$ cat config.mk
export PLATFORM = sky130hd
export DESIGN_NAME = b06_resp
export DESIGN_NICKNAME = d
export VERILOG_FILES = /design/src/rtl/b06_pkg.sv /design/src/rtl/b06_resp_cnt.sv /design/src/rtl/b06_resp.sv
export SDC_FILE = /design/constraint.sdc
export NUM_CORES = 1
export LEC_CHECK = 0
export CAP_MARGIN = 10
export CORE_MARGIN = 3
export CORE_UTILIZATION = 52
export CTS_CLUSTER_DIAMETER = 80
export DETAILED_ROUTE_END_ITERATION = 12
export PLACE_DENSITY = 0.78
export SLEW_MARGIN = 20
export SYNTH_ARGS = -nofsm -noshare
export SYNTH_HDL_FRONTEND = slang
export SYNTH_HIERARCHICAL = 1
export SYNTH_SLANG_ARGS = --single-unit
$ cat constraint.sdc
create_clock -name clock -period 1.7 [get_ports clock]
set_input_delay 0.34 -clock clock [delete_from_list [all_inputs] [get_ports clock]]
set_output_delay 0.34 -clock clock [all_outputs]
set_load 0.005 [all_outputs]
$ cat src/rtl/b06_pkg.sv
// Shared encodings for the b06 responder: compare selects, handler codes,
// config register addresses and the event FSM state type.
package b06_pkg;

    typedef enum logic [1:0] {
        CC_NONE = 2'b00,
        CC_A    = 2'b01,
        CC_B    = 2'b10,
        CC_C    = 2'b11
    } cc_sel_t;

    typedef enum logic [1:0] {
        USC_00 = 2'b00,
        USC_01 = 2'b01,
        USC_10 = 2'b10,
        USC_11 = 2'b11
    } uscite_t;

    localparam logic [1:0] CFG_REF_A = 2'd0;
    localparam logic [1:0] CFG_REF_B = 2'd1;
    localparam logic [1:0] CFG_REF_C = 2'd2;
    localparam logic [1:0] CFG_LIMIT = 2'd3;

    typedef enum logic {
        EV_IDLE = 1'b0,
        EV_HOLD = 1'b1
    } ev_state_t;

endpackage

$ cat src/rtl/b06_resp_cnt.sv
// Enable-gated wrap counter with programmable limit and a one-cycle
// terminal pulse (cont_eql) for the b06 handler.
module b06_resp_cnt
    import b06_pkg::*;
#(
    parameter int CNT_W = 6
) (
    input  logic             clock,
    input  logic             reset,
    input  logic             enable_count,
    input  logic             limit_we,
    input  logic [CNT_W-1:0] limit_wdata,
    output logic             cont_eql
);

    logic [CNT_W-1:0] count;
    logic [CNT_W-1:0] limit;
    logic             at_limit;

    assign at_limit = (count == limit);

    // A limit write restarts the count and overrides counting that cycle.
    always_ff @(posedge clock) begin
        if (reset) begin
            count    <= '0;
            limit    <= '0;
            cont_eql <= 1'b0;
        end else begin
            if (limit_we) begin
                limit <= limit_wdata;
                count <= '0;
            end else if (enable_count) begin
                count <= at_limit ? '0 : count + CNT_W'(1);
            end
            cont_eql <= enable_count && at_limit;
        end
    end

endmodule

$ cat src/rtl/b06_resp.sv
// b06 responder: reference compare (eql), counter (cont_eql) and ackout event
// handshake. Define B06_RESP_EQL_FILT_EN for the 2-cycle eql match filter.
module b06_resp
    import b06_pkg::*;
#(
    parameter int DATA_W = 8,
    parameter int CNT_W  = 6
) (
    input  logic              clock,
    input  logic              reset,
    input  logic [1:0]        cc_mux,
    input  logic [1:0]        uscite,
    input  logic              enable_count,
    input  logic              ackout,
    input  logic [DATA_W-1:0] data_in,
    input  logic              cfg_we,
    input  logic [1:0]        cfg_addr,
    input  logic [DATA_W-1:0] cfg_wdata,
    input  logic              ev_ready,
    output logic              eql,
    output logic              cont_eql,
    output logic              ev_valid,
    output logic [1:0]        ev_code,
    output logic              ev_ovf
);

    logic [DATA_W-1:0] ref_a;
    logic [DATA_W-1:0] ref_b;
    logic [DATA_W-1:0] ref_c;
    logic [DATA_W-1:0] ref_sel;
    logic              raw_match;

    always_ff @(posedge clock) begin
        if (reset) begin
            ref_a <= '0;
            ref_b <= '0;
            ref_c <= '0;
        end else if (cfg_we) begin
            case (cfg_addr)
                CFG_REF_A: ref_a <= cfg_wdata;
                CFG_REF_B: ref_b <= cfg_wdata;
                CFG_REF_C: ref_c <= cfg_wdata;
                default:   ;
            endcase
        end
    end

    always_comb begin
        ref_sel = '0;
        case (cc_mux)
            CC_A:    ref_sel = ref_a;
            CC_B:    ref_sel = ref_b;
            CC_C:    ref_sel = ref_c;
            default: ref_sel = '0;
        endcase
        raw_match = (cc_mux != CC_NONE) && (data_in == ref_sel);
    end

`ifdef B06_RESP_EQL_FILT_EN
    logic       match_q;
    logic [1:0] cc_q;

    // Match must hold on two consecutive samples with the same select.
    always_ff @(posedge clock) begin
        if (reset) begin
            match_q <= 1'b0;
            cc_q    <= CC_NONE;
            eql     <= 1'b0;
        end else begin
            match_q <= raw_match;
            cc_q    <= cc_mux;
            eql     <= raw_match && match_q && (cc_mux == cc_q);
        end
    end
`else
    always_ff @(posedge clock) begin
        if (reset) begin
            eql <= 1'b0;
        end else begin
            eql <= raw_match;
        end
    end
`endif

    b06_resp_cnt #(
        .CNT_W(CNT_W)
    ) u_cnt (
        .clock        (clock),
        .reset        (reset),
        .enable_count (enable_count),
        .limit_we     (cfg_we && (cfg_addr == CFG_LIMIT)),
        .limit_wdata  (cfg_wdata[CNT_W-1:0]),
        .cont_eql     (cont_eql)
    );

    ev_state_t state;
    ev_state_t state_d;
    logic      ackout_q;
    logic      ack_rise;
    logic      code_load;
    logic      ovf_set;

    assign ack_rise = ackout && !ackout_q;

    always_ff @(posedge clock) begin
        if (reset) begin
            state    <= EV_IDLE;
            ackout_q <= 1'b0;
            ev_code  <= USC_00;
            ev_ovf   <= 1'b0;
        end else begin
            state    <= state_d;
            ackout_q <= ackout;
            if (code_load) ev_code <= uscite;
            if (ovf_set)   ev_ovf  <= 1'b1;
        end
    end

    // An edge while the consumer is stalled is dropped; the pending code stays.
    always_comb begin
        state_d   = state;
        code_load = 1'b0;
        ovf_set   = 1'b0;
        case (state)
            EV_IDLE: begin
                if (ack_rise) begin
                    state_d   = EV_HOLD;
                    code_load = 1'b1;
                end
            end
            EV_HOLD: begin
                if (ack_rise) begin
                    if (ev_ready) code_load = 1'b1;
                    else          ovf_set   = 1'b1;
                end else if (ev_ready) begin
                    state_d = EV_IDLE;
                end
            end
            default: state_d = EV_IDLE;
        endcase
    end

    always_comb begin
        ev_valid = (state == EV_HOLD);
    end

endmodule

==> impl_metrics.ini <==
[outcome]
run_status = finished, final reports clean

[floorplan]
floorplan.initialDensity_pct = 54.75
floorplan.die_area_sq_mm = 0.004699
core.rowCount = 22
dieHeight_microns = 68.55
std_cell_core_area_sq_mm = 0.003716
pin_count = 34
die-width_microns = 68.55

[placement]
place.port_buffers = 33
pre_cts_ws_ns = -0.5869
postPlaceCellArea_sq_mm = 0.002482
place_congestion = 0.8469
hpwl_microns = 3389

[logic_synthesis]
adder_cell_share_of_the_synthesized_area_pct = 0.6150
synth_top_area_share_pct = 42.31
ffs_w_async_s_r_synth_pct = 0
yosys-top-cells-area = dfxtp_1 42%, mux2i_1 17%, nor2_1 6.1%
post-synth-top-count-cell = dfxtp_1
postSynthCellCount = 201
netlist_top_cells_count = 43 x dfxtp_1, 34 x mux2i_1, 33 x nor2_1
muxShareOfSynthArea_pct = 20.97
synth.yosys.seq_area_share_pct = 42.31
mappedNetlistNets = 230
synth-compound-area-share_pct = 10.82
synth_largest_area_cell = dfxtp_1
synth_enable_flop_cells = 0
largest_family_of_logic_cells_by_synthesized_area = multiplexers
synth_cell_type_count = 42
netlist_area_sq_mm = 0.002034
yosysWarningCount = 6
post_synthesis_simple_gate_area_fraction_pct = 16.36
synth_xor_xnor_area_share_pct = 5.166
synth_ff_type = dfxtp_1
postSynthRegisterBits = 43
post_synth.cell_area_avg_sq_um = 10.12

[final_layout]
nFillCells = 290
share_of_layout_cells_above_drive_strength_1_pct = 13.99
net_count_of_the_finished_layout = 271
final_cell_area_sq_mm = 0.002618
antenna_cells = 0
flow.area_growth_from_synthesis_pct = 28.66

[critical_path]
worst-endpoint-arrival_ns = 1.86
critPathMaxStageDelay_ns = 0.30
crit_type = in -> reg
setup.worst_path.start_class = primary input
critical_path_peak_fanout = 5
worst_path_max_delay_cell = mux2_4
crit_path_end_kind = register
worstPathRequired_ns = 1.91
critical_path.cell_chain = clkdlybuf4s15_1 -> buf_4 -> mux2_4 -> a221o_1 -> a32o_1 -> nor4_2

[clocking]
cts_tree = done
postCtsSetupRepairBufs = 0
worst_skew_pair.late_latency_ns = 0.29
cts.root.buffer_cell = clkbuf_8
cts_inserted_buffers = 5
clock-sinks = 43
clk_pin_slew_ns = 0.08
clock_buffer_depth = 2
htreeDepth = 2

[sta]
hold_viol_final = 0
rsz0062_at_grt = false
fin_worst_skew_ns = 0.007723
holdWs_ns = 0.5056
totalNegativeSetupSlack_ns = 0
clock_period_minus_worst_slack_ns = 1.648
timing.final.max_slew_violations = 0
report.final.setup_viol = 0
layout_worst_path_cycle_share_pct = 96.94
slew_headroom_pct = 66.51
max_clock_freq_mhz = 606.8
worst_pin_slew_ns = 0.4996
final.setup.worst_slack_ns = 0.05202

[min_path]
worstHoldPathType = reg -> reg

[global_routing]
antenna_found_initial = 0
globalRoute.totalOverflow = 0
grt_max_degree = 24
grt_first_pass_wirelength_microns = 7479
first_global_vias = 1636
grt.total_usage_pct = 21.46

[drt]
routedWlPerCell_microns = 16.22
vias_per_cell = 5.698
ant_nets_after_route = 0
drt_drc_violations_left = 0
num_vias = 1658
drt_first_pass_iters = 4
initialDrtViolationCount = 107
drt-total-wl_microns = 4719

[power_and_ir_drop]
vdd.ir_drop.worst_uv = 648.2
power_density_mw_per_mm2 = 887.2
leakage_nw = 1.089
power_w = 0.002322

[flow_run]
timing.max_cap.violations = 0
## placed cells by master, fill, tap and decap left out, drive strengths merged, types with 2 or more instances in the layout
| cell type | synthesis | routed |
|---|---|---|
| a211oi | 5 | 5 |
| a221o | 6 | 6 |
| a32o | 3 | 3 |
| a32oi | 3 | 3 |
| and2 | 3 | 3 |
| and3 | 2 | 2 |
| buf | 7 | 14 |
| bufinv | 0 | 2 |
| clkbuf | 6 | 6 |
| clkdlybuf4s50 | 0 | 32 |
| dfxtp | 43 | 43 |
| mux2 | 7 | 7 |
| mux2i | 34 | 34 |
| nand2b | 3 | 3 |
| nand3 | 8 | 8 |
| nand3b | 2 | 2 |
| nand4 | 2 | 2 |
| nor2 | 33 | 33 |
| nor2b | 4 | 4 |
| xnor2 | 4 | 4 |
| xor2 | 8 | 8 |
## power breakdown
| group | internal, W | total [W] | switching, W |
|---|---|---|---|
| registers | 0.00104 | 0.00107 | 0.0000248 |
| logic | 0.000176 | 0.000320 | 0.000144 |
| clock network | 0.000587 | 0.000934 | 0.000347 |
| total | 0.00181 | 0.00232 | 0.000515 |
## kinds of logic (layout without fill, tap and decap cells)
logic type / after synthesis / after routing
AO/OA/AOI/OAI: 25 / 25
XOR/XNOR: 12 / 12
flip-flops: 43 / 43
multiplexers: 41 / 41
AND/OR/NAND/NOR: 65 / 65
buffers and inverters: 14 / 56
adder cells (fa/ha/maj): 1 / 1
## what timing repair did
action / in CTS / in global routing
resized for setup: 2 / 1
cloned: 0 / 0
setup endpoints to repair: 1 / 1
hold buffers: 0 / 0
## layer usage
| layer | vias up | wire, microns | track usage (%) |
|---|---|---|---|
| met5 | - | 0 | 0 |
| li1 | 803 | - | - |
| met3 | 8 | 193 | 5.835 |
| met4 | 0 | 62 | 6.948 |
| met2 | 46 | 2383 | 35.88 |
| met1 | 801 | 2080 | 26.62 |
## sequential cells by signal, summed over array words and instances (netlist names), 2 cells and up
name,count
ev_code,2
ref_a,8
ref_b,8
ref_c,8
u_cnt/count,6
u_cnt/limit,6
## layout make-up
type / instances / area (sq um) / area share (%)
Clock buffer: 6 / 72.57 / 2.772
Tap cell: 48 / 60.06 / 2.294
Inverter: 1 / 3.754 / 0.1434
Clock inverter: 2 / 60.06 / 2.294
Sequential cell: 43 / 860.8 / 32.89
Timing Repair Buffer: 47 / 460.4 / 17.59
Multi-Input combinational cell: 144 / 1100 / 42.02
## path summary, 6_finish.rpt
| kind | startpoint | end | slack, ns | depth (start not counted) |
|---|---|---|---|---|
| hold reg to reg | ref_c[3]$_SDFFE_PP0P_ | ref_c[3]$_SDFFE_PP0P_ | 0.51 | 2 |
| setup / recovery | cc_mux[1] | eql$_SDFF_PP0_ | 0.05 | 6 |
| hold / removal | ref_c[3]$_SDFFE_PP0P_ | ref_c[3]$_SDFFE_PP0P_ | 0.51 | 2 |
| setup reg to reg | ref_a[0]$_SDFFE_PP0P_ | eql$_SDFF_PP0_ | 0.23 | 4 |
## per-stage QoR
step                util, %  cells
finish                70.44    291
global placement      66.80    283
floorplan                 -    201
detailed placement    66.80    283
global route          70.44    291
CTS                   70.40    291
## critical path, delay by kind of cell
| kind | cells | cell delay (ns) |
|---|---|---|
| AOI/OAI and AO/OA | 2 | 0.56 |
| buffers and inverters | 2 | 0.44 |
| muxes | 1 | 0.30 |
| and+or+nand+nor | 1 | 0.22 |
No activity file was read; power rests on OpenSTA's default activity.
